`config.mk`:
```
export PLATFORM = sky130hd
export DESIGN_NAME = cordic_angle_sequencer
export DESIGN_NICKNAME = d
export VERILOG_FILES = /design/src/rtl/cordic_angle_sequencer.sv
export SDC_FILE = /design/constraint.sdc
export NUM_CORES = 1
export LEC_CHECK = 0
export ABC_AREA = 1
export CORE_UTILIZATION = 50
export CTS_BUF_LIST = sky130_fd_sc_hd__clkbuf_4
export CTS_CLUSTER_SIZE = 28
export DETAILED_ROUTE_END_ITERATION = 10
export PLACE_DENSITY = 0.9
export SYNTH_ARGS = -nofsm -noshare
export SYNTH_HDL_FRONTEND = slang
export SYNTH_SLANG_ARGS = --single-unit
```
`constraint.sdc`:
```
create_clock -name clk_i -period 3.3 [get_ports clk_i]
set_input_delay 0.495 -clock clk_i [delete_from_list [all_inputs] [get_ports clk_i]]
set_output_delay 0.495 -clock clk_i [all_outputs]
set_load 0.02 [all_outputs]
```
`src/rtl/cordic_angle_sequencer.sv`:
```
// Folds full-circle angle requests into the CORDIC core's +/-90 deg range, launches the core, sign-corrects its result.
// Latency: RESET_CYCLES + N_core + 1 cycles from acceptance to out_valid_o (RESET_CYCLES + TIMEOUT_CYCLES + 1 on timeout).
// Backpressure: one request in flight; in_ready_o stays low until the result is taken, out_ready_o low holds the result.
module cordic_angle_sequencer #(
   parameter int RESET_CYCLES   = 1,
   parameter int TIMEOUT_CYCLES = 64
) (
   input  logic               clk_i,
   input  logic               reset_i,
   input  logic               in_valid_i,
   output logic               in_ready_o,
   input  logic signed [31:0] in_angle_i,
   output logic signed [31:0] core_angle_o,
   output logic               core_reset_o,
   input  logic               core_done_i,
   input  logic signed [15:0] core_sin_i,
   input  logic signed [15:0] core_cos_i,
   output logic               out_valid_o,
   input  logic               out_ready_i,
   output logic signed [15:0] out_sin_o,
   output logic signed [15:0] out_cos_o,
   output logic               out_err_o
);

   // One counter serves both the launch pulse and the RUN timeout.
   localparam int CNT_MAX = (TIMEOUT_CYCLES > RESET_CYCLES) ? TIMEOUT_CYCLES : RESET_CYCLES;
   localparam int CW      = $clog2(CNT_MAX + 1) + 1;

   localparam logic signed [32:0] QUARTER = 33'sd1073741824;  //  90 deg
   localparam logic signed [32:0] HALF    = 33'sd2147483648;  // 180 deg

   typedef enum logic [1:0] {
      S_IDLE,
      S_LAUNCH,
      S_RUN,
      S_OUT
   } state_t;

   state_t               state_q;
   logic                 in_ready_q;
   logic                 core_reset_q;
   logic signed [31:0]   angle_q;
   logic                 flip_q;
   logic                 out_valid_q;
   logic signed [15:0]   out_sin_q;
   logic signed [15:0]   out_cos_q;
   logic                 out_err_q;
   logic [CW-1:0]        cnt_q;

   logic signed [32:0]   ext_angle;
   logic signed [32:0]   red_angle;
   logic signed [31:0]   angle_d;
   logic                 flip_d;
   logic signed [15:0]   cos_d;

   // Fold the incoming angle into [-90, 90] deg; angles beyond that mirror about +/-90 and flip cos.
   always_comb begin
      ext_angle = {in_angle_i[31], in_angle_i};
      red_angle = ext_angle;
      flip_d    = 1'b0;
      if (ext_angle > QUARTER) begin
         red_angle = HALF - ext_angle;
         flip_d    = 1'b1;
      end else if (ext_angle < -QUARTER) begin
         red_angle = -HALF - ext_angle;
         flip_d    = 1'b1;
      end
      angle_d = red_angle[31:0];
   end

   // Quadrant correction of cos; -1.0 negates to the largest positive code instead of wrapping.
   always_comb begin
      cos_d = core_cos_i;
      if (flip_q) begin
         cos_d = (core_cos_i == 16'sh8000) ? 16'sh7FFF : -core_cos_i;
      end
   end

   // Sequencer FSM with all outputs registered; core stays held in reset while idle.
   always_ff @(posedge clk_i or posedge reset_i) begin
      if (reset_i) begin
         state_q      <= S_IDLE;
         in_ready_q   <= 1'b0;
         core_reset_q <= 1'b1;
         angle_q      <= '0;
         flip_q       <= 1'b0;
         out_valid_q  <= 1'b0;
         out_sin_q    <= '0;
         out_cos_q    <= '0;
         out_err_q    <= 1'b0;
         cnt_q        <= '0;
      end else begin
         case (state_q)
            S_IDLE: begin
               core_reset_q <= 1'b1;
               if (in_ready_q && in_valid_i) begin
                  state_q    <= S_LAUNCH;
                  in_ready_q <= 1'b0;
                  angle_q    <= angle_d;
                  flip_q     <= flip_d;
                  cnt_q      <= '0;
               end else begin
                  in_ready_q <= 1'b1;
               end
            end
            S_LAUNCH: begin
               if (cnt_q == CW'(RESET_CYCLES - 1)) begin
                  state_q      <= S_RUN;
                  core_reset_q <= 1'b0;
                  cnt_q        <= '0;
               end else begin
                  cnt_q <= cnt_q + CW'(1);
               end
            end
            S_RUN: begin
               if (core_done_i) begin
                  state_q     <= S_OUT;
                  out_valid_q <= 1'b1;
                  out_sin_q   <= core_sin_i;
                  out_cos_q   <= cos_d;
                  out_err_q   <= 1'b0;
               end else if (cnt_q == CW'(TIMEOUT_CYCLES)) begin
                  state_q     <= S_OUT;
                  out_valid_q <= 1'b1;
                  out_sin_q   <= '0;
                  out_cos_q   <= '0;
                  out_err_q   <= 1'b1;
               end else begin
                  cnt_q <= cnt_q + CW'(1);
               end
            end
            S_OUT: begin
               if (out_ready_i) begin
                  state_q      <= S_IDLE;
                  out_valid_q  <= 1'b0;
                  in_ready_q   <= 1'b1;
                  core_reset_q <= 1'b1;
               end
            end
            default: begin
               state_q <= S_IDLE;
            end
         endcase
      end
   end

   assign in_ready_o   = in_ready_q;
   assign core_reset_o = core_reset_q;
   assign core_angle_o = angle_q;
   assign out_valid_o  = out_valid_q;
   assign out_sin_o    = out_sin_q;
   assign out_cos_o    = out_cos_q;
   assign out_err_o    = out_err_q;

endmodule

```
Yosys cells after proc, flatten, opt, wreduce, memory -nomap -nowiden
Cells that the tools add are included.

Add/subtract/negate cells: 4. $lt $le $gt $ge: 2. Equal/unequal tests: 11. Multiplexer cells: 30. Reductions and logical operators: 15.

Operators by type and width (number): $mux 16 (5); $mux 32 (2); $sub 32x32->32 const A (2); $gt 32x32->1 const B (1); $lt 32x31->1 const B (1); $mux 8 (4); $pmux 8 s3 (1); $eq 16x16->1 const B (1); $neg 16->16 (1); $mux 2 (5); $ne 2x2->1 const B (5); $mux 1 (9); $add 8x1->8 const B (1); $eq 8x7->1 const B (1); $logic_not 8->1 (1); $pmux 2 s4 (1); $reduce_and 4->1 (2); $reduce_and 2->1 (3); $reduce_and 3->1 (2); $reduce_bool 2->1 (3); $reduce_bool 3->1 (2); $eq 2x2->1 const B (2); $pmux 1 s2 (2); $ne 3x3->1 const B (1); 4 further kinds (4).

Output and inout port bits: 68. Bits in registers: 79. Word-level logic and storage cells: 72.

Logic depth before layout (Yosys ltp)
Depth after elaboration: 4. Gate-level depth with buffers: 12. Depth with buffers taken out: 12.

Least setup slack after synthesis
Ideal clock, no wire load.

Kind: input port to flip-flop. Start point: in in_angle_i[0]. End point: reg angle_q[25] (netlist: core_angle_o[25]). Path buffers: 1. Path slack: 1358 ps. Cell stages on the path: 12. Arrival: 1824 ps. Path through: inv_1 ha_1 nand2_2 nor2_4 nand2_2 o21ai_4 nand2_4 clkbuf_1 nand2_1 nand2_1 nand3_1 nand2_1.

Cells in the longest elaborated chain, start to end: 3. Elaborated cells between the ends (all ways): 6. Classes of those cells: add/sub: 2; order compare: 2; mux: 2.

RTL lines: start: declaration (line 12) `input logic signed [31:0] in_angle_i,`; $sub 32x32->32 / $lt 32x31->1 (equally long branches) (line 62, 65, 64); $mux 32 (line 64) `end else if (ext_angle < -QUARTER) begin`; $mux 32 (*) (line 61) `if (ext_angle > QUARTER) begin`; end signal: assignment (line 99) `angle_q <= angle_d;`; end: declaration (line 42) `logic signed [31:0] angle_q;`.

Every way passes the cells marked *; elsewhere a longest branch is shown, timed or not. A chain may end at the register's enable or synchronous reset.

Worst setup path in the final report
Start point: reg cnt_q[0]. End point: reg cnt_q[0].

Cells in the longest elaborated chain, start to end: 4. Elaborated cells between the ends (all ways): 9. Classes of those cells: add/sub: 1; eq/ne: 2; mux: 4; reduce/logical: 2.

RTL lines: start: declaration (line 48) `logic [CW-1:0] cnt_q;`; start signal: assignment (line 112) `cnt_q <= cnt_q + CW'(1);`; start signal: assignment (line 129) `cnt_q <= cnt_q + CW'(1);`; $add 8x1->8 (line 112, 129); $mux 8 (line 122) `end else if (cnt_q == CW'(TIMEOUT_CYCLES)) begin`; $mux 8 (line 116) `if (core_done_i) begin`; $pmux 8 s3 (line 93) `case (state_q)`.

Parallel ways exist; a longest one is shown, timed or not. The select of a mux whose other input is x is not followed.

==> flow_summary_export.csv <==
group,metric,value,unit
run_status,status,"finished clean",
yosys,synth_top_area_frac,0.4107,
final_layout,fill_cells,765,
route,vias,4974,
clocking,numCtsBuffers,9,
timing,worstMarginPinSlew,872.1,ps
power,leakage,0.003139,uW
grt,grt_pass1_wl,21850,um
placed_design,dpl-instance-area,6221,um^2
timing,final_period_minus_worst_setup_slack,2528,ps
yosys,yosys_warnings,0,
yosys,ys_seq_area_frac,0.4163,
timing,hold_viol,0,
yosys,synth_async_sr_flop_share,1.000,
route,drtPass1Iterations,7,
yosys,yosysMostFrequentCell,"nand2_1",
yosys,synth_area_leaders,"dfrtp_1, nand2_1, nand3_1",
final_layout,fin_util,0.6894,
setup_path,crit_chain,"inv_1 -> ha_1 -> nand2_1 -> nor2_1 -> nand4_1 -> nand2_1 -> clkinv_1 -> nand2_2 -> clkinv_1 -> nand3_1 -> o21ai_0",
setup_path,startpoint_type,"register",
setup_path,path_buf_inv,3,
die,die_area,9898,um^2
clocking,cts_hold_buf,0,
yosys,synthFlopType,"dfrtp_1",
final_layout,multiInputGateArea,2374,um^2
setup_path,critPathMaxStageDelay,430,ps
clocking,clkLatencyLatePin,440,ps
final_layout,drive_gt1_frac,0.04417,
timing,finClkSkew,21.45,ps
power,irDropWorstVdd,0.6153,mV
grt,grt_max_degree,50,
yosys,syn_area,4752,um^2
timing,fin_crit_sh,0.7661,
grt,grt_use_total,0.2770,
placed_design,place_inst,928,
final_layout,diodes,0,
run,maxCapViolations,0,
setup_path,cp_max_fo,15,
yosys,synth_cell_types,32,
grt,antenna_found_initial,0,
placed_design,gp_congestion,0.9788,
final_layout,ff_latch_area,1978,um^2
die,rows,35,
timing,fmax,0.3955,GHz
timing,tns,0,ps
route,drtIter0Drc,297,
setup_path,path_class,"register to register",
setup_path,crit_slowest_cell,"dfrtp_1",
setup_path,critPathTopFamily,"simple AND/OR/NAND/NOR gates",
timing,setup_viol,0,
route,wl,13220,um
min_path,hp-class,"primary input to async pin",
die,coreArea,9240,um^2
placed_design,dp_hpwl,9837,um
route,drt.antenna.violating_nets,0,
setup_path,required,3610,ps
timing,slew_headroom,0.4179,
clocking,cts_tree,"yes",
clocking,path_clk_slew,160,ps
yosys,yosysTopAreaCell,"dfrtp_1",
clocking,ctsResizeCount,0,
power,finalPower,4808,uW
setup_path,crit_arrival,2840,ps
route,drc_errors,0,
yosys,synth_edf_count,0,
die,die_w,99.49,um
grt,overflow,0,
yosys,synth_commonest_cells,"nand2_1, nand3_1, inv_1",
die,start_util,0.5143,
timing,rsz0062_at_grt,"no",
die,ios,137,
die,die_h,99.49,um
grt,grt_pass1_vias,4688,
yosys,syn_inst,678,
route,wire_per_inst,14.01,um
yosys,syn_avg_cell_area,7.009,um^2
final_layout,nets,888,
yosys,synth-seq-cells,79,
route,vias_per_cell,5.269,
final_layout,final_cells,944,
final_layout,syn2layout_area_growth,34.04,%
yosys,syn_nets,756,
clocking,cts.path.max_buffers,2,
clocking,cts-htree-levels,3,
clocking,root_buffer,"clkbuf_4",
timing,slew_viol_final,0,
placed_design,io_buffers,136,
final_layout,finalInstanceArea,6370,um^2
setup_path,end_kind,"register",
clocking,post-cts-setup-buffers,0,
power,power.density,754.8,nW/um^2
clocking,cts.sinks,79,
area by class of cell:
type | count | area share
sequential | 79 | 0.3105
multi-input combinational | 497 | 0.3726
inverter | 82 | 0.04852
timing repair buffer | 141 | 0.2196
clock inverter | 7 | 0.01277
tap | 129 | 0.02534
clock buffer | 9 | 0.01061
cell families (layout without fill, tap and decap cells):
family | Yosys count | in the layout | synth area share
compound gates | 77 | 77 | 0.1019
xor+xnor | 10 | 10 | 0.01843
buf+inv | 102 | 239 | 0.08478
fa+ha+maj | 9 | 9 | 0.02370
simple gates | 401 | 401 | 0.3549
flops | 79 | 79 | 0.4163
where the power goes:
part | internal [uW] | total [uW] | switching, uW
registers | 1380 | 1660 | 284
logic | 1120 | 2520 | 1400
clock network | 240 | 628 | 389
total | 2740 | 4810 | 2070
worst register-to-register path, cell delays in order (launching register included):
cell	delay [ps]
dfrtp_1	430
inv_1	100
ha_1	150
nand2_1	60
nor2_1	180
nand4_1	160
nand2_1	100
clkinv_1	370
nand2_2	310
clkinv_1	290
nand3_1	150
o21ai_0	110
metrics by stage:
stage	setup slack, ps	hold slack [ps]
5_1_grt	553.1	409.3
6_report	771.7	396.9
3_3_place_gp	674.7	462.2
3_5_place_dp	544.5	463.9
2_1_floorplan	783.3	494.2
4_1_cts	812.8	382.7
layer usage:
metal | wire, um | GRT usage
met1 | 5682 | 0.3678
met2 | 6325 | 0.4578
met3 | 934 | 0.04989
met4 | 280 | 0.09502
met5 | 0 | 0
sequential cells by signal, summed over array words and instances (netlist names):
signal	flops
out_valid_o	1
out_sin_o	16
core_angle_o	32
flip_q	1
out_cos_o	16
cnt_q	8
state_q	2
core_reset_o	1
out_err_o	1
in_ready_o	1
worst paths after layout:
check                                         start                        to  slack [ps]  cells after the start
max reg2reg                    cnt_q[0]$_DFFE_PP0P_      cnt_q[0]$_DFFE_PP0P_         770                     11
max in group asynchronous                   reset_i  out_cos_o[5]$_DFFE_PP0P_        2150                      3
min reg2reg                out_cos_o[9]$_DFFE_PP0P_  out_cos_o[9]$_DFFE_PP0P_         500                      2
min                                         reset_i  out_sin_o[5]$_DFFE_PP0P_         400                      2
max                            cnt_q[0]$_DFFE_PP0P_      cnt_q[0]$_DFFE_PP0P_         770                     11
min in group clk_i         out_cos_o[9]$_DFFE_PP0P_  out_cos_o[9]$_DFFE_PP0P_         500                      2
placed cells by master, fill, tap and decap left out, drive strengths merged, types with 2 or more instances in the layout:
cell type,instances
a21o,2
clkinv,4
or2,3
nand2,228
inv,81
ha,9
clkdlybuf4s50,136
nor4,3
a22o,17
buf,5
o21ai,36
nor2,68
nor3,5
nand4,7
a21oi,14
o31ai,2
o21a,3
clkbuf,9
o211ai,2
clkinvlp,3
xor2,7
xnor2,3
dfrtp,78
nand3,85
No activity file was read; power rests on OpenSTA's default activity.
